===== src/rtl/cpu_pkg.sv =====
// Shared definitions for the 8-bit multi-cycle CPU: sequencer state
// encoding and opcode constants reused by the alu and control_unit.
package cpu_pkg;

  typedef enum logic [3:0] {
    S_IDLE       = 4'd0,
    S_FETCH      = 4'd1,
    S_LOAD       = 4'd2,
    S_DECODE     = 4'd3,
    S_REG_READ   = 4'd4,
    S_EXECUTE    = 4'd5,
    S_MEM        = 4'd6,
    S_WB_RESOLVE = 4'd7,
    S_WB         = 4'd8,
    S_PC_UPDATE  = 4'd9,
    S_HALT       = 4'd10
  } state_t;

  // All-zero instruction stops the machine until the next reset.
  localparam logic [7:0] OP_HALT  = 8'h00;
  localparam logic [7:0] OP_ADD   = 8'h10;
  localparam logic [7:0] OP_SUB   = 8'h20;
  localparam logic [7:0] OP_LOAD  = 8'h30;
  localparam logic [7:0] OP_STORE = 8'h40;
  localparam logic [7:0] OP_JUMP  = 8'h50;

  function automatic logic is_halt(input logic [7:0] instr);
    return instr == OP_HALT;
  endfunction

endpackage


===== src/rtl/cpu_sequencer_if.sv =====
// Bundle of control flags, phase strobes and status between the cpu
// top level and its sequencer. The sequencer side is the master.
interface cpu_sequencer_if #(
  parameter int CNT_WIDTH = 16
);

  logic                 run;
  logic [7:0]           instruction;
  logic                 mem_r_en;
  logic                 mem_w_en;
  logic                 reg_w_en;
  logic                 jump;
  logic [7:0]           jump_offset;
  logic                 mem_ready;

  logic                 fetch;
  logic                 inst_load;
  logic                 decode;
  logic                 reg_read;
  logic                 execute;
  logic                 access_mem;
  logic                 wb_select;
  logic                 reg_write;
  logic [7:0]           pc;
  logic [3:0]           state;
  logic                 halted;
  logic [CNT_WIDTH-1:0] retired;

  modport master (
    input  run, instruction, mem_r_en, mem_w_en, reg_w_en,
           jump, jump_offset, mem_ready,
    output fetch, inst_load, decode, reg_read, execute, access_mem,
           wb_select, reg_write, pc, state, halted, retired
  );

  modport slave (
    output run, instruction, mem_r_en, mem_w_en, reg_w_en,
           jump, jump_offset, mem_ready,
    input  fetch, inst_load, decode, reg_read, execute, access_mem,
           wb_select, reg_write, pc, state, halted, retired
  );

endinterface


===== src/rtl/cpu_sequencer_pc_unit.sv =====
// Program counter register with its next-PC adder. Advances by one plus
// an optional signed jump offset, wrapping modulo 256.
module pc_unit #(
  parameter logic [7:0] RESET_PC = 8'h00
) (
  input  logic       clk,
  input  logic       reset,
  input  logic       en,
  input  logic       jump,
  input  logic [7:0] jump_offset,
  output logic [7:0] pc
);

  logic [7:0] pc_q;
  logic [7:0] next_pc;

  // Two's-complement offset simply adds; carry out of bit 7 is dropped.
  always_comb begin
    next_pc = pc_q + 8'd1 + (jump ? jump_offset : 8'd0);
  end

  // PC only moves when the sequencer leaves PC_UPDATE.
  always_ff @(posedge clk) begin
    if (reset) begin
      pc_q <= RESET_PC;
    end else if (en) begin
      pc_q <= next_pc;
    end
  end

  assign pc = pc_q;

endmodule


===== src/rtl/cpu_sequencer.sv =====
// Control FSM for the multi-cycle CPU: walks each instruction through
// fetch, decode, register read, execute, memory, writeback and PC update,
// raising one strobe per phase, and counts retired instructions.
module cpu_sequencer
  import cpu_pkg::*;
#(
  parameter logic [7:0] RESET_PC  = 8'h00,
  parameter int         CNT_WIDTH = 16
) (
  input  logic              clk,
  input  logic              reset,
  cpu_sequencer_if.master   bus
);

  state_t               state_q;
  state_t               state_d;
  logic                 mem_first_q;
  logic                 mem_op;
  logic                 pc_en;
  logic [7:0]           pc_w;
  logic [CNT_WIDTH-1:0] retired_q;

  assign mem_op = bus.mem_r_en | bus.mem_w_en;
  assign pc_en  = (state_q == S_PC_UPDATE);

  // State register; mem_first_q marks the first cycle spent in MEM so the
  // memory strobe is a single pulse even while the access is stalled.
  always_ff @(posedge clk) begin
    if (reset) begin
      state_q     <= S_IDLE;
      mem_first_q <= 1'b0;
    end else begin
      state_q     <= state_d;
      mem_first_q <= (state_q == S_EXECUTE);
    end
  end

  // Next-state logic; run is only looked at on instruction boundaries.
  always_comb begin
    state_d = state_q;
    unique case (state_q)
      S_IDLE:       state_d = bus.run ? S_FETCH : S_IDLE;
      S_FETCH:      state_d = S_LOAD;
      S_LOAD:       state_d = S_DECODE;
      S_DECODE:     state_d = is_halt(bus.instruction) ? S_HALT : S_REG_READ;
      S_REG_READ:   state_d = S_EXECUTE;
      S_EXECUTE:    state_d = S_MEM;
      S_MEM:        state_d = (!mem_op || bus.mem_ready) ? S_WB_RESOLVE : S_MEM;
      S_WB_RESOLVE: state_d = S_WB;
      S_WB:         state_d = S_PC_UPDATE;
      S_PC_UPDATE:  state_d = bus.run ? S_FETCH : S_IDLE;
      S_HALT:       state_d = S_HALT;
      default:      state_d = S_IDLE;
    endcase
  end

  // Retired-instruction counter, holding at all-ones once full.
  always_ff @(posedge clk) begin
    if (reset) begin
      retired_q <= '0;
    end else if (pc_en && (retired_q != '1)) begin
      retired_q <= retired_q + CNT_WIDTH'(1);
    end
  end

  pc_unit #(
    .RESET_PC (RESET_PC)
  ) u_pc_unit (
    .clk         (clk),
    .reset       (reset),
    .en          (pc_en),
    .jump        (bus.jump),
    .jump_offset (bus.jump_offset),
    .pc          (pc_w)
  );

  // Moore strobes decoded from the registered state.
  assign bus.fetch      = (state_q == S_FETCH);
  assign bus.inst_load  = (state_q == S_LOAD);
  assign bus.decode     = (state_q == S_DECODE);
  assign bus.reg_read   = (state_q == S_REG_READ);
  assign bus.execute    = (state_q == S_EXECUTE);
  assign bus.access_mem = (state_q == S_MEM) && mem_first_q && mem_op;
  assign bus.wb_select  = (state_q == S_WB_RESOLVE);
  assign bus.reg_write  = (state_q == S_WB) && bus.reg_w_en;
  assign bus.pc         = pc_w;
  assign bus.state      = state_q;
  assign bus.halted     = (state_q == S_HALT);
  assign bus.retired    = retired_q;

endmodule


===== src/flat_wrapper.sv =====
// flat-port wrapper written by rule: the top's interface ports become plain ports
module cpu_sequencer_flat import cpu_pkg::*;
#(
  parameter logic [7:0] RESET_PC  = 8'h00,
  parameter int         CNT_WIDTH = 16
)
  (clk, reset, bus_run, bus_instruction, bus_mem_r_en, bus_mem_w_en, bus_reg_w_en, bus_jump, bus_jump_offset, bus_mem_ready, bus_fetch, bus_inst_load, bus_decode, bus_reg_read, bus_execute, bus_access_mem, bus_wb_select, bus_reg_write, bus_pc, bus_state, bus_halted, bus_retired);
  cpu_sequencer_if #(.CNT_WIDTH(CNT_WIDTH)) bus_i ();
  input  logic clk;
  input  logic reset;
  input wire logic [$bits(bus_i.run)-1:0] bus_run;
  input wire logic [$bits(bus_i.instruction)-1:0] bus_instruction;
  input wire logic [$bits(bus_i.mem_r_en)-1:0] bus_mem_r_en;
  input wire logic [$bits(bus_i.mem_w_en)-1:0] bus_mem_w_en;
  input wire logic [$bits(bus_i.reg_w_en)-1:0] bus_reg_w_en;
  input wire logic [$bits(bus_i.jump)-1:0] bus_jump;
  input wire logic [$bits(bus_i.jump_offset)-1:0] bus_jump_offset;
  input wire logic [$bits(bus_i.mem_ready)-1:0] bus_mem_ready;
  output wire logic [$bits(bus_i.fetch)-1:0] bus_fetch;
  output wire logic [$bits(bus_i.inst_load)-1:0] bus_inst_load;
  output wire logic [$bits(bus_i.decode)-1:0] bus_decode;
  output wire logic [$bits(bus_i.reg_read)-1:0] bus_reg_read;
  output wire logic [$bits(bus_i.execute)-1:0] bus_execute;
  output wire logic [$bits(bus_i.access_mem)-1:0] bus_access_mem;
  output wire logic [$bits(bus_i.wb_select)-1:0] bus_wb_select;
  output wire logic [$bits(bus_i.reg_write)-1:0] bus_reg_write;
  output wire logic [$bits(bus_i.pc)-1:0] bus_pc;
  output wire logic [$bits(bus_i.state)-1:0] bus_state;
  output wire logic [$bits(bus_i.halted)-1:0] bus_halted;
  output wire logic [$bits(bus_i.retired)-1:0] bus_retired;
  assign bus_i.run = bus_run;
  assign bus_i.instruction = bus_instruction;
  assign bus_i.mem_r_en = bus_mem_r_en;
  assign bus_i.mem_w_en = bus_mem_w_en;
  assign bus_i.reg_w_en = bus_reg_w_en;
  assign bus_i.jump = bus_jump;
  assign bus_i.jump_offset = bus_jump_offset;
  assign bus_i.mem_ready = bus_mem_ready;
  assign bus_fetch = bus_i.fetch;
  assign bus_inst_load = bus_i.inst_load;
  assign bus_decode = bus_i.decode;
  assign bus_reg_read = bus_i.reg_read;
  assign bus_execute = bus_i.execute;
  assign bus_access_mem = bus_i.access_mem;
  assign bus_wb_select = bus_i.wb_select;
  assign bus_reg_write = bus_i.reg_write;
  assign bus_pc = bus_i.pc;
  assign bus_state = bus_i.state;
  assign bus_halted = bus_i.halted;
  assign bus_retired = bus_i.retired;
  cpu_sequencer #(.RESET_PC(RESET_PC), .CNT_WIDTH(CNT_WIDTH)) u_core (.clk(clk), .reset(reset), .bus(bus_i));
endmodule

===== config.mk =====
export PLATFORM = sky130hd
export DESIGN_NAME = cpu_sequencer_flat
export DESIGN_NICKNAME = d
export VERILOG_FILES = /design/src/rtl/cpu_pkg.sv /design/src/rtl/cpu_sequencer_if.sv /design/src/rtl/cpu_sequencer_pc_unit.sv /design/src/rtl/cpu_sequencer.sv /design/src/flat_wrapper.sv
export SDC_FILE = /design/constraint.sdc
export NUM_CORES = 1
export LEC_CHECK = 0
export CAP_MARGIN = 5
export CORE_ASPECT_RATIO = 1.2
export CORE_MARGIN = 10
export CORE_UTILIZATION = 41
export DETAILED_ROUTE_END_ITERATION = 12
export PLACE_DENSITY = 0.76
export RECOVER_POWER = 50
export SYNTH_ARGS = -nofsm -noshare
export SYNTH_HDL_FRONTEND = slang
export SYNTH_HIERARCHICAL = 1
export SYNTH_SLANG_ARGS = --single-unit

===== constraint.sdc =====
create_clock -name clk -period 1.9 [get_ports clk]
set_input_delay 0.38 -clock clk [delete_from_list [all_inputs] [get_ports clk]]
set_output_delay 0.38 -clock clk [all_outputs]
set_load 0.1 [all_outputs]

# Word level (Yosys, flattened, before mapping)
# Cells that the tools add are included.
# word_totals
ff_bits	29
input_bits	24
out_inout_bits	37
wordCells	33
# op_classes
addsub	3
n_eq_ne	11
mux	5
bitwise_logic	1
reduce_logical	9
# op_table
operator	count
$pmux W4 S10	1
$add A16 B1 Y16 const B	1
$eq A4 B3 Y1 const B	4
$ne A16 B16 Y1 const B	1
$eq A4 B4 Y1 const B	3
$add A8 B1 Y8 const B	1
$add A8 B8 Y8	1
$eq A4 B2 Y1 const B	2
$logic_not A8 Y1	1
$mux W8	1
$eq A4 B1 Y1 const B	1
$logic_and A1 B1 Y1	4
$logic_not A4 Y1	1
$mux W4	1
$mux W1	2
$reduce_or A2 Y1	1
$logic_not A1 Y1	1
$logic_or A1 B1 Y1	1
$or A1 B1 Y1	1

# Logic depth before layout (Yosys ltp)
# logic_depth
depth_word	5
mapped_depth	8
ltp_nobuf	8

# Hierarchy
# Netlist, hierarchy kept.
# modules_own_cells
module	instances	cells_per_inst	area_per_inst_um2	seq_area_each_um2
cpu_sequencer	1	150	1192.4	420.4
pc_unit	1	76	629.4	160.2

# Worst setup path after synthesis
# No wires, ideal clock.
# synth_timing
path_type	flip-flop to output port
from	register u_core.state_q[3] (netlist: u_core/bus.state[3])
to	output port bus_reg_write
t_arrival_ps	4597
required_ps	1520
setup_slack_ps	-3077
stages_incl_launch_ff	4
path_buffers	1
cell_sequence	dfxtp_1 clkbuf_1 nand2_1 nor4b_1
# synth_between
elab_chain_cells	2
# synth_rtl
item	line_no	text
start: declaration	cpu_sequencer.sv:15	state_t state_q;
start signal: assignment	cpu_sequencer.sv:33	state_q <= state_d;
$eq A4 B4 Y1	cpu_sequencer.sv:85	assign bus.reg_write = (state_q == S_WB) && bus.reg_w_en;
$logic_and A1 B1 Y1	cpu_sequencer.sv:85	
end: declaration	flat_wrapper.sv:26	output wire logic [$bits(bus_i.reg_write)-1:0] bus_reg_write;
# No other way between the ends.

# Worst setup path after layout
# layout_timing
from	register u_core.state_q[0] (netlist: u_core/bus.state[0])
to	output port bus_access_mem
# layout_between
elab_chain_cells	3
# layout_rtl
item	line_no	text
$eq A4 B3 Y1	cpu_sequencer.sv:83	assign bus.access_mem = (state_q == S_MEM) && mem_first_q && mem_op;
$logic_and A1 B1 Y1 (2 in series)	cpu_sequencer.sv:83	
end: declaration	flat_wrapper.sv:24	output wire logic [$bits(bus_i.access_mem)-1:0] bus_access_mem;
# No other way between the ends.

==> flow_summary.toml <==
[run_status]
status = "finished clean"

[synth]
yosysWarnings = 6
synth_ff_type = "dfxtp_1"
synth_simple_gate_area_share_pct = 32.3
synthMuxAreaShare_pct = 4.12
syn_inst = 226
ys_ff_latch = 29
synth_top_family_by_area = "simple AND/OR/NAND/NOR gates"
yosys.area_share.xor_xnor_pct = 0.962
synthTopCellsByCount = "29 x dfxtp_1, 21 x nor2_1, 16 x a21oi_1"
ys_seq_area_share_pct = 31.9
synth_area_leaders = "dfxtp_1 32%, ha_1 5.5%, a21oi_1 4.4%, nor2_1 4.3%, o31ai_1 3.7%"
syn_area_per_cell_um2 = 8.06
syn_area_um2 = 1820
synthAdderAreaFrac_pct = 6.59
synth.most_common_cell = "dfxtp_1"
synth_nets = 259
synth-compound-area-share_pct = 18.3
async_flop_share_pct = 0
synth_top_area_cell = "dfxtp_1"
synth_top_cell_area_share_pct = 31.9
yosysUniqueCellTypes = 43
synth-edff-count = 0

[global_route]
grt_pass1_vias = 2080
grt_use_total_pct = 16.3
grt_pass1_wl_um = 9970
grt_max_degree = 36
grt-ovfl-total = 0
antenna_found_initial = 0

[clock_network]
htree_num_levels = 2
clk_pin_slew_ps = 70
clkSinkCount = 29
clock_latency_ps = 280
cts-root-buf = "clkbuf_8"
cts_buffer_depth = 2
cts-buffers-inserted = 5
cts_tree = "yes"

[timing]
fin_skew_ps = 4.19
max_clock_freq_ghz = 0.538
slew_viol_final = 0
rsz0062_at_grt = "true"
setup_ws_ps = 40.8
period_share_pct = 97.9
tightest_slew_ps = 555
maxSlewHeadroom_pct = 63.2
hold_violations = 0
setup_viol = 0
finalCriticalPeriod_ps = 1860
worst_hold_slack_ps = 462

[worst_setup_path]
path_class = "reg -> out"
arrival_ps = 1480
start_kind = "flop"
critPathCaptureType = "primary output"
cp.required_ps = 1520
rrSetupSlack_ps = 50
r2r-end = "u_core/bus.retired[15]"
worstReg2RegStart = "u_core/bus.state[2]"
ff2ff_path_depth = 5
path_max_fanout = 9

[place]
dp_cells = 349
dp_slack_ps = -612
postPlaceCellArea_um2 = 3120
port_buffers = 60
place_congestion = 0.806
dp_hpwl_um = 4370

[final_layout]
diodes = 0
fillers = 290
final_util_pct = 76.2
area_growth_pct = 79.6
nets = 353
final_cells = 377
final_cell_area_um2 = 3270
layout-drive-gt1-share_pct = 49.8

[routing]
drtIter0Drc = 150
first_pass_iters = 4
finalWirelength_um = 6230
drc = 0
vias = 2118
viasPerCell = 5.62
ant_nets = 0
wire_per_inst_um = 16.5

[power_and_ir_drop]
cell_internal_pwr_uw = 1140
seqPwrFrac_pct = 36.4
total_leakage_power_uw = 0.00126
p_clk_share_pct = 40.0
p_per_area_nw_per_um2 = 495
switching_share_pct = 29.5
ir_drop_v = 0.000505
comb_power_share_pct = 23.6
p_sw_uw = 478

[worst_hold_path]
holdPathEnd = "u_core/bus.retired[15]"
whs_path_depth = 1
worstHoldStart = "u_core/bus.retired[15]"
hp-class = "reg -> reg"

[floorplanning]
die_h_um = 93.0
io_pins = 61
coreArea_um2 = 4290
initial_core_util_pct = 42.4
num_rows = 26
die-area_um2 = 7520
die_w_um = 80.9

[run]
max-cap-violations = 0
## placed cells by master (no fill, tap or decap), types with 7 or more instances in the layout
cell type        synthesis  final
clkdlybuf4s50_1          0     13
nor2b_1                  8      7
nand3_1                  9      9
nor2_1                  21     18
o31ai_1                  9      9
buf_12                   0     17
a21oi_1                 16     15
buf_4                    0     33
inv_1                   12      7
clkbuf_2                 1     25
dfxtp_4                  0     24
or4_1                    9      8
nand2_1                 12      8
## critical path, stage by stage, from the launching register on
cell,delay (ps)
dfxtp_4,360
buf_12,140
nand2b_4,150
nor4b_4,320
buf_12,210
## how the worst max path moves through the flow
stage	from	to	slack, ps	cells after the start
floorplan	u_core/bus.state[2]	bus_access_mem	-430	3
global placement	bus_jump	u_core/u_pc_unit/pc[7]	-590	8
detailed placement	bus_jump	u_core/u_pc_unit/pc[7]	-610	8
CTS	bus_jump_offset[3]	u_core/u_pc_unit/pc[7]	-30	7
global route	bus_jump_offset[6]	u_core/u_pc_unit/pc[7]	-20	8
finish	u_core/bus.state[0]	bus_access_mem	40	4
## area by class of cell
class                   instances  area, µm²  area share [%]
clock inverters                 3       41.3            1.26
repair buffers                100        965            29.5
well taps                      56       70.1            2.14
inverters                      12       53.8            1.64
multi-input cells             172       1400            42.8
clock buffers                   5       68.8            2.10
flip-flops and latches         29        674            20.6
## cells by family (layout without fill, tap and decap cells)
family / count (synthesis) / in the layout
AOI/OAI and AO/OA: 51 / 51
adders and majority gates: 9 / 9
and+or+nand+nor: 103 / 103
DFF: 29 / 29
xor gates and xnor gates: 2 / 2
muxes: 7 / 7
buffers and inverters: 25 / 120
## timing repair
action                                 CTS  global route
buffers inserted                         8            12
setup endpoints to repair                9            10
gates resized for setup                 28            21
pin swaps                                8            15
hold buffers                             0             0
gates cloned                             0             0
endpoints found under the hold margin    0             0
## state kept, by name, indices dropped and copies added (netlist names)
signal	flops
u_core/bus.retired	16
u_core/bus.state	4
u_core/mem_first_q	1
u_core/u_pc_unit/pc	8
## per-stage QoR
stage	total power (µW)	TNS, ps
after global placement	945	-2740
after floorplan	825	-2350
after detailed placement	950	-2980
final	1620	0
after global routing	1680	-18.7
after CTS	1610	-26.0
## power by group through the flow
stage / clock [µW] / sequential [µW] / combinational [µW]
5_1_grt: 685 / 590 / 400
3_5_place_dp: 0 / 602 / 348
3_3_place_gp: 0 / 602 / 343
2_1_floorplan: 0 / 645 / 180
6_report: 648 / 590 / 382
4_1_cts: 659 / 589 / 364
## layer usage
| layer | vias up | GRT usage, % | wire, µm |
|---|---|---|---|
| li1 | 1031 | - | - |
| met1 | 1010 | 17.7 | 2460 |
| met5 | - | 0 | 0 |
| met4 | 0 | 7.23 | 96 |
| met3 | 9 | 4.31 | 340 |
| met2 | 68 | 28.6 | 3330 |
No activity file was read; power rests on OpenSTA's default activity.
